==> src/rtl/dmem_arbiter.sv <==
// Two-port arbiter for the shared byte-addressed, big-endian 24-bit data memory.
// Each access runs IDLE -> ACCESS -> DONE with a bounds check made at grant time.
module dmem_arbiter #(
    parameter int ADDR_W    = 24,
    parameter int DATA_W    = 24,
    parameter int MEM_BYTES = 128,
    parameter bit RR_EN     = 1'b1
) (
    input  logic              clock_i,
    input  logic              reset_n_i,
    input  logic              req0_i,
    input  logic              write0_i,
    input  logic [ADDR_W-1:0] addr0_i,
    input  logic [DATA_W-1:0] wdata0_i,
    input  logic              req1_i,
    input  logic              write1_i,
    input  logic [ADDR_W-1:0] addr1_i,
    input  logic [DATA_W-1:0] wdata1_i,
    output logic              ack0_o,
    output logic              err0_o,
    output logic [DATA_W-1:0] rdata0_o,
    output logic              ack1_o,
    output logic              err1_o,
    output logic [DATA_W-1:0] rdata1_o,
    output logic [ADDR_W-1:0] mem_address_o,
    output logic [DATA_W-1:0] mem_write_data_o,
    output logic              mem_write_o,
    output logic              mem_read_o,
    input  logic [DATA_W-1:0] mem_read_data_i,
    output logic              busy_o
);

    localparam logic [1:0] S_IDLE   = 2'd0;
    localparam logic [1:0] S_ACCESS = 2'd1;
    localparam logic [1:0] S_DONE   = 2'd2;

    localparam logic [ADDR_W-1:0] MAX_ADDR = ADDR_W'(MEM_BYTES - 3);

    logic [1:0]        state_q, state_d;
    logic              last_grant_q;
    logic              grant_q;
    logic              write_q;
    logic              in_range_q;
    logic [ADDR_W-1:0] addr_q;
    logic [DATA_W-1:0] wdata_q;
    logic [1:0]        ack_q;
    logic [1:0]        err_q;
    logic [DATA_W-1:0] rdata_q [2];

    logic              any_req;
    logic              winner;
    logic              sel_write;
    logic [ADDR_W-1:0] sel_addr;
    logic [DATA_W-1:0] sel_wdata;

    assign any_req = req0_i | req1_i;

    // On a tie the round-robin mode favours the port that did not win last time.
    always_comb begin
        winner = 1'b0;
        if (RR_EN) begin
            if (req0_i && req1_i) winner = ~last_grant_q;
            else                  winner = req1_i;
        end else begin
            winner = ~req0_i;
        end
    end

    assign sel_write = winner ? write1_i : write0_i;
    assign sel_addr  = winner ? addr1_i  : addr0_i;
    assign sel_wdata = winner ? wdata1_i : wdata0_i;

    always_comb begin
        state_d = S_IDLE;
        case (state_q)
            S_IDLE:   state_d = any_req ? S_ACCESS : S_IDLE;
            S_ACCESS: state_d = S_DONE;
            default:  state_d = S_IDLE;
        endcase
    end

    always_ff @(posedge clock_i) begin
        if (!reset_n_i) begin
            state_q      <= S_IDLE;
            last_grant_q <= 1'b1;
            grant_q      <= 1'b0;
            write_q      <= 1'b0;
            in_range_q   <= 1'b0;
            addr_q       <= '0;
            wdata_q      <= '0;
            ack_q        <= '0;
            err_q        <= '0;
            rdata_q[0]   <= '0;
            rdata_q[1]   <= '0;
        end else begin
            state_q <= state_d;
            ack_q   <= '0;
            if (state_q == S_IDLE && any_req) begin
                last_grant_q <= winner;
                grant_q      <= winner;
                write_q      <= sel_write;
                addr_q       <= sel_addr;
                wdata_q      <= sel_wdata;
                in_range_q   <= (sel_addr <= MAX_ADDR);
            end
            if (state_q == S_ACCESS) begin
                ack_q[grant_q] <= 1'b1;
                err_q[grant_q] <= ~in_range_q;
                if (!in_range_q)   rdata_q[grant_q] <= '0;
                else if (!write_q) rdata_q[grant_q] <= mem_read_data_i;
            end
        end
    end

    // Strobes and acks are masked by reset so an aborted access never commits or completes.
    assign mem_write_o      = (state_q == S_ACCESS) & in_range_q &  write_q & reset_n_i;
    assign mem_read_o       = (state_q == S_ACCESS) & in_range_q & ~write_q & reset_n_i;
    assign mem_address_o    = addr_q;
    assign mem_write_data_o = wdata_q;
    assign busy_o           = (state_q != S_IDLE);

    assign ack0_o   = ack_q[0] & reset_n_i;
    assign ack1_o   = ack_q[1] & reset_n_i;
    assign err0_o   = err_q[0];
    assign err1_o   = err_q[1];
    assign rdata0_o = rdata_q[0];
    assign rdata1_o = rdata_q[1];

endmodule
==> config.mk <==
export PLATFORM = sky130hd
export DESIGN_NAME = dmem_arbiter
export DESIGN_NICKNAME = d
export VERILOG_FILES = /design/src/rtl/dmem_arbiter.sv
export SDC_FILE = /design/constraint.sdc
export NUM_CORES = 1
export LEC_CHECK = 0
export CAP_MARGIN = 20
export CORE_MARGIN = 1
export CORE_UTILIZATION = 36
export CTS_CLUSTER_SIZE = 20
export DETAILED_ROUTE_END_ITERATION = 10
export GPL_ROUTABILITY_DRIVEN = 0
export PLACE_DENSITY_LB_ADDON = 0.1
export RECOVER_POWER = 25
export SLEW_MARGIN = 20
export SYNTH_ARGS = -nofsm -noshare
export SYNTH_HDL_FRONTEND = slang
export SYNTH_SLANG_ARGS = --single-unit
==> constraint.sdc <==
create_clock -name clock_i -period 1.7 [get_ports clock_i]
set_input_delay 0.34 -clock clock_i [delete_from_list [all_inputs] [get_ports clock_i]]
set_output_delay 0.34 -clock clock_i [all_outputs]
set_load 0.005 [all_outputs]
==> key figures, run 1 <==
Status
  – Status: finished clean

Synthesis
  – Yosys top cell area share: 0.321
  – Top_reg_cell synth: dfxtp_1
  – Synthesized area: 4490 um2
  – Synth area leader: edfxtp_1
  – Synth Register Bits: 106
  – Post-synth ARST share: 0
  – Mean Syn Cell Area: 11.7 um2
  – Most frequent cell after synthesis: dfxtp_1
  – Top area cells in the synthesized netlist: edfxtp_1 (32%), dfxtp_1 (26%), mux2i_1 (11%)
  – Synth Instances: 382
  – Sequential cell area fraction in the yosys report: 0.580
  – Count of different cell masters after synthesis: 38
  – Synth Net Count: 508
  – Top cells by count, synth: dfxtp_1 (58), nor2_1 (53), a211oi_1 (49), mux2i_1 (49), edfxtp_1 (48)
  – Synth warn: 0
  – Number of synthesized flops with an enable pin: 48

Clock tree
  – Clk sinks: 106
  – Clk slew on worst S/H paths: 0.07 ns
  – CTS Buf Count: 9
  – CTS Hold Bufs: 0
  – Latest clock arrival within the worst-skew pair: 0.34 ns
  – CTS tree: yes
  – Clock root buffer: clkbuf_16
  – H-tree level count: 3
  – Longest Clk Path Bufs: 2

STA
  – Clock skew: 0.00889 ns
  – Post-route setup TNS: 0 ns
  – FMAX: 620 MHz
  – Fin. max-slew vios: 0
  – Tmin final: 1.61 ns
  – Endpoints failing setup: 0
  – Worst-Margin Slew: 0.358 ns
  – Fin Hold WS: 0.409 ns
  – RSZ-0062 raised after global routing: false
  – Final hold vios: 0
  – Relative slew slack: 0.761
  – Final period util: 0.949

Drt
  – Via density: 4.77
  – Average wire per standard cell: 15.1 um
  – WL final: 12,200 um
  – DR pass1 iterations: 4
  – Detailed-route via count: 3,847
  – Residual DRC: 0
  – Routed Antenna Nets: 0
  – Detailed router's first-iteration violation count: 123

Floorplanning
  – Die Span Y: 114 um
  – Die width: 114 um
  – Core Area: 12,100 um2
  – Starting Density: 0.372
  – Rows: 40
  – Top Ports: 229
  – Die area: 12,900 um2

Worst setup path
  – CP peak stage delay: 0.36 ns
  – Crit path max fanout: 3
  – Crit path DAT: 1.27 ns
  – Startpoint types: flop
  – CP bufs+invs: 1
  – Critical Path Stages: 3
  – CP delay by family, top: flip-flops
  – Worst-path cell chain: nand3b_4 -> nor2_1 -> dlygate4sd2_1
  – Data required, critical path: 1.36 ns
  – Worst path slowest cell: dfxtp_1
  – Worst setup EP type: output port
  – CP Class: flop to output port
  – Worst-case reg-to-reg path depth: 5

Pwr
  – Overall power: 0.00631 W
  – Pwr Density: 843 nW/um2
  – Leakage: 2.95 nW
  – Peak supply drop: 426 uV

Cells and area
  – Area grow syn2layout: 66.6%
  – FILL cells: 1,019
  – Final core occ: 0.620
  – Final instance area: 7480 um2
  – Number of diodes: 0
  – Multi-input logic area: 1710 um2
  – Nets: 760
  – Ratio of cells with drive above 1 in the final layout: 0.114
  – Register area: 2610 um2

GRT
  – Met3 Track Usage GR: 0.0680
  – Largest net degree at the start of global routing: 36
  – Initial antenna violation count: 0
  – Grt met2 use: 0.333
  – Vias in the first global route: 3,875
  – First-pass GRT wire length: 18,800 um
  – GRT Max-Usage Layer: met2
  – GRT Residual Overflow: 0
  – Met1 Usage GRT: 0.211
  – All-layer global routing usage: 0.189

Placed design
  – Placed instance area: 7200 um2
  – Port Buffers: 228
  – Detailed Place HPWL: 9380 um

Worst hold path
  – Hold/Removal Path Class: input pin to flop
  – Hold depth: 4

Job
  – # Max-Cap Violations: 0
==> final timing paths <==
kind	slack, ns	startpoint	endpoint
worst max register to register	0.14	state_q[1]	rdata_q[0][14]
worst min register to register	0.50	in_range_q	err_q[0]
worst max-delay path	0.09	state_q[1]	mem_write_o
worst min-delay path	0.41	reset_n_i	ack_q[0]
==> where the power goes <==
part	internal [W]	switching, W	leakage (nW)
Clock	0.00100	0.000923	0.126
Sequential	0.00287	0.000103	0.985
Combinational	0.000876	0.000530	1.84
==> metal layers <==
layer | vias up | wire length (um) | part of all wire
li1 | 1915 | - | -
met1 | 1740 | 4750 | 0.39
met2 | 176 | 6010 | 0.49
met3 | 16 | 1230 | 0.10
met4 | 0 | 220 | 0.018
met5 | - | 0 | 0
==> layout by cell type (no fill, tap or decap), types with 2 or more instances in the layout <==
cell type,count
nand4_1,2
and3_1,25
nor2_1,53
nor4_1,6
a211oi_1,49
clkinvlp_4,3
and2_1,26
buf_12,6
and2b_4,2
dfxtp_2,3
nand3_1,2
a21oi_1,2
buf_6,3
buf_4,29
or4_1,2
inv_6,2
nand2_1,6
inv_1,2
clkbuf_16,9
dlygate4sd2_1,2
clkbuf_2,2
clkdlybuf4s50_1,224
nand2_2,2
edfxtp_1,48
dfxtp_1,55
mux2i_1,49
clkbuf_4,3
==> final cells by class <==
type	instances	share of cell area
Timing Repair Buffer	270	0.357
Sequential cell	106	0.349
Multi-Input combinational cell	244	0.228
Clock buffer	9	0.0301
Tap cell	168	0.0281
Clock inverter	7	0.00703
Inverter	3	0.00151
==> timing repair <==
item,in CTS,in global routing
setup buffers,2,0
gates resized for setup,9,6
pin swaps,1,0
setup endpoints to repair,29,27
gates cloned,0,1
hold endpoints to repair,0,0
==> state kept, by name, summed over array words and instances (netlist names) <==
register / count
rdata_q: 48
write_q: 1
ack_q: 2
mem_write_data_o: 24
mem_address_o: 24
grant_q: 1
in_range_q: 1
err_q: 2
last_grant_q: 1
state_q: 2
==> cells by family (layout without fill, tap and decap cells) <==
kind of cell	after synthesis	after routing	share of synthesized area
AOI/OAI and AO/OA	63	63	0.107
buffers and inverters	33	289	0.0471
DFF	106	106	0.580
and+or+nand+nor	131	132	0.157
muxes	49	49	0.109
==> worst min-delay path: stages <==
cell and delay, ns:
clkbuf_2 0.11, nand3b_4 0.10, clkbuf_4 0.13, nor2_1 0.03
==> per-stage QoR <==
stage               worst slack [ns]  std cells
global route                 0.00532        807
floorplan                     0.0855        382
CTS                          0.00526        806
finish                        0.0867        807
global placement              -0.401        788
detailed placement            -0.421        788
Note: power is estimated with default switching activity, not from simulation.
==> inputs of run 2 (changes only) <==
- PLACE_DENSITY: not set -> 0.89
- PLACE_DENSITY_LB_ADDON: 0.1 -> not set
==> run 2 against run 1 <==
Hold slack improved by 0.087 ns. Die area unchanged. Total power down 0.13%. Setup slack got worse by 0.031 ns. Fmax is 1.9% lower. Design area decreased by 1.0%. Critical path depth grew 1. Clock-buffer cell count grew 1. Register-to-register slack lost 0.03 ns. Clock skew fell by 0.0019 ns. Flip-flop and latch count unchanged. Largest cell class is now flip-flops and latches.
==> key figures, run 2 (synthesis gave the netlist of run 1 again) <==
Pwr
  – Peak supply drop: 399 uV (-6.4%)
  – Pwr Density: 851 nW/um2 (+0.91%)
  – Leakage: 2.91 nW (-1.5%)

Cells and area
  – Commonest cells after routing, fill and taps aside: clkdlybuf4s50_1 (222), dfxtp_1 (56), nor2_1 (53)
  – Nets: 749 (-1.4%)
  – Top reg by flops: rdata_q
  – Register area: 2610 um2 (about the same)
  – Ratio of cells with drive above 1 in the final layout: 0.0971 (-0.0171)
  – Commonest non-fill, non-tap cell in the layout: clkdlybuf4s50_1
  – Flip-flop count of the largest register after layout: 48 (unchanged)
  – Multi-input logic area: 1700 um2 (about the same)
  – Number of diodes: 0 (unchanged)
  – FILL cells: 944 (-7.4%)
  – Area grow syn2layout: 64.9%
  – Final instance area: 7400 um2 (-1.0%)

STA
  – Clock skew: 0.00700 ns (-0.00190 ns)
  – Tmin final: 1.64 ns (+0.0307 ns)
  – Relative slew slack: 0.735 (-0.0261)
  – FMAX: 608 MHz (-1.9%)
  – Worst-Margin Slew: 0.398 ns (+0.0392 ns)
  – Post-route setup TNS: 0 ns (unchanged)
  – Final period util: 0.967 (+0.0180)
  – RSZ-0062 raised after global routing: false
  – Fin. max-slew vios: 0 (unchanged)
  – Endpoints failing setup: 0 (unchanged)
  – Final hold vios: 0 (unchanged)

GRT
  – All-layer global routing usage: 0.195 (+0.00667)
  – Initial antenna violation count: 0 (unchanged)
  – Vias in the first global route: 3,743 (-3.4%)
  – Largest net degree at the start of global routing: 52 (+44%)
  – First-pass GRT wire length: 19,100 um (+1.4%)
  – GRT Residual Overflow: 0 (unchanged)

Placed design
  – Detailed Place HPWL: 9830 um (+4.8%)
  – Port Buffers: 228 (unchanged)
  – Placed instance area: 7140 um2 (-0.87%)

Floorplanning
  – Top Ports: 229 (unchanged)
  – Die area: 12,900 um2 (unchanged)
  – Die Span Y: 114 um (unchanged)
  – Starting Density: 0.372 (unchanged)
  – Rows: 40 (unchanged)
  – Core Area: 12,100 um2 (unchanged)
  – Die width: 114 um (unchanged)

Clock tree
  – CTS Buf Count: 9 (unchanged)
  – Clock root buffer: clkbuf_16
  – CTS tree: yes
  – Clk slew on worst S/H paths: 0.07 ns (about the same)
  – Latest clock arrival within the worst-skew pair: 0.34 ns (about the same)
  – Longest Clk Path Bufs: 2 (unchanged)
  – Clk sinks: 106 (unchanged)
  – H-tree level count: 3 (unchanged)
  – CTS Hold Bufs: 0 (unchanged)

Drt
  – Detailed-route via count: 3,845 (-0.052%)
  – WL final: 12,800 um (+4.6%)
  – Max Used Layer: met4
  – Met3 wire len: 1090 um (-12%)
  – Detailed router's first-iteration violation count: 194 (+58%)
  – Routed Antenna Nets: 0 (unchanged)
  – Met2 wire length: 6280 um (+4.5%)
  – Met1 WL: 5130 um (+8.0%)
  – Residual DRC: 0 (unchanged)
  – Average wire per standard cell: 16.1 um (+6.0%)
  – Via density: 4.83 (+1.3%)
  – DR pass1 iterations: 4 (unchanged)

Worst setup path
  – CP delay by family, top: buffers and inverters
  – CP peak stage delay: 0.34 ns (-0.02 ns)
  – Worst-path cell chain: buf_4 -> nor2_4 -> inv_1 -> dlygate4sd2_1
  – Reg-to-reg endpoint: rdata_q[0][12]
  – Startpoint types: flop
  – Crit path max fanout: 3 (unchanged)
  – Worst setup EP type: output port
  – Worst-case reg-to-reg path depth: 6 (+1)
  – Reg2reg start: state_q[1]
  – Worst path slowest cell: dfxtp_2
  – Data required, critical path: 1.36 ns (about the same)
  – CP Class: flop to output port
  – CP bufs+invs: 3 (+2)
  – Crit path DAT: 1.30 ns (+0.03 ns)
  – FF-to-FF setup slack: 0.11 ns (-0.03 ns)

Worst hold path
  – Min-delay src: mem_write_data_o[23]
  – Worst Hold End: mem_write_data_o[23]
  – Hold/Removal Path Class: flop to flop
  – Hold depth: 2 (-2)

Job
  – # Max-Cap Violations: 0 (unchanged)

Status
  – Status: finished clean
## run 2: cell count changes in the layout (fill, tap and decap cells not counted), sizes merged
cell | before | now
clkdlybuf4s50 | 224 | 222
clkinvlp | 3 | 1
clkdlybuf4s25 | 0 | 1
clkdlybuf4s15 | 0 | 2
clkinv | 2 | 3
clkbuf | 15 | 14
buf | 38 | 28
## run 2: cell type report
class                           instances  area share
Clock inverter                          6     0.00541
Inverter                                3     0.00152
Tap cell                              168      0.0284
Clock buffer                           10      0.0309
Multi-Input combinational cell        244       0.230
Timing Repair Buffer                  259       0.351
Sequential cell                       106       0.352
## run 2: how the worst max path moves through the flow
stage          depth (start not counted)  slack (ns)             to  startpoint
3_5_place_dp                           6       -0.46  rdata_q[0][5]   reset_n_i
5_1_grt                                4       0.005         busy_o  state_q[1]
6_report                               4        0.06         busy_o  state_q[0]
2_1_floorplan                          3        0.09  rdata_q[1][0]  state_q[0]
3_3_place_gp                           4       -0.41     mem_read_o   reset_n_i
4_1_cts                                5       0.005  rdata_q[0][5]  state_q[1]
## run 2: worst reg2reg max path, delay by kind of cell (launching register included)
family / cells / cell delay [ns]
DFF: 1 / 0.33
and+or+nand+nor: 4 / 0.66
buffers and inverters: 2 / 0.30
## run 2: where the power goes
| group | total [W] | switching [W] | internal, W |
|---|---|---|---|
| logic | 0.00138 | 0.000529 | 0.000846 |
| registers | 0.00298 | 0.000110 | 0.00287 |
| clock network | 0.00194 | 0.000942 | 0.000998 |
| total | 0.00630 | 0.00158 | 0.00472 |
## run 2: stage by stage
stage / util / power [W] / setup WS, ns / hold WS [ns] / cells
after floorplan: - / 0.00352 / 0.0855 / 0.482 / 382
after global placement: 0.592 / 0.00439 / -0.406 / 0.486 / 778
after detailed placement: 0.592 / 0.00444 / -0.457 / 0.492 / 778
after CTS: 0.614 / 0.00636 / 0.00505 / 0.419 / 794
after global routing: 0.614 / 0.00657 / 0.00490 / 0.499 / 796
final: 0.614 / 0.00630 / 0.0560 / 0.496 / 796
## run 2: layer usage
metal	global-route usage	vias to the layer above
met5	0	-
met4	0.0895	0
met3	0.0584	14
met2	0.340	187
met1	0.220	1756
li1	-	1888
## run 2: timing repair
action | 4_1_cts | 5_1_grt
resized for setup | 12 | 5
setup buffers | 0 | 1
pin swaps | 1 | 2
gates cloned | 0 | 1
endpoints found under the setup margin | 29 | 27
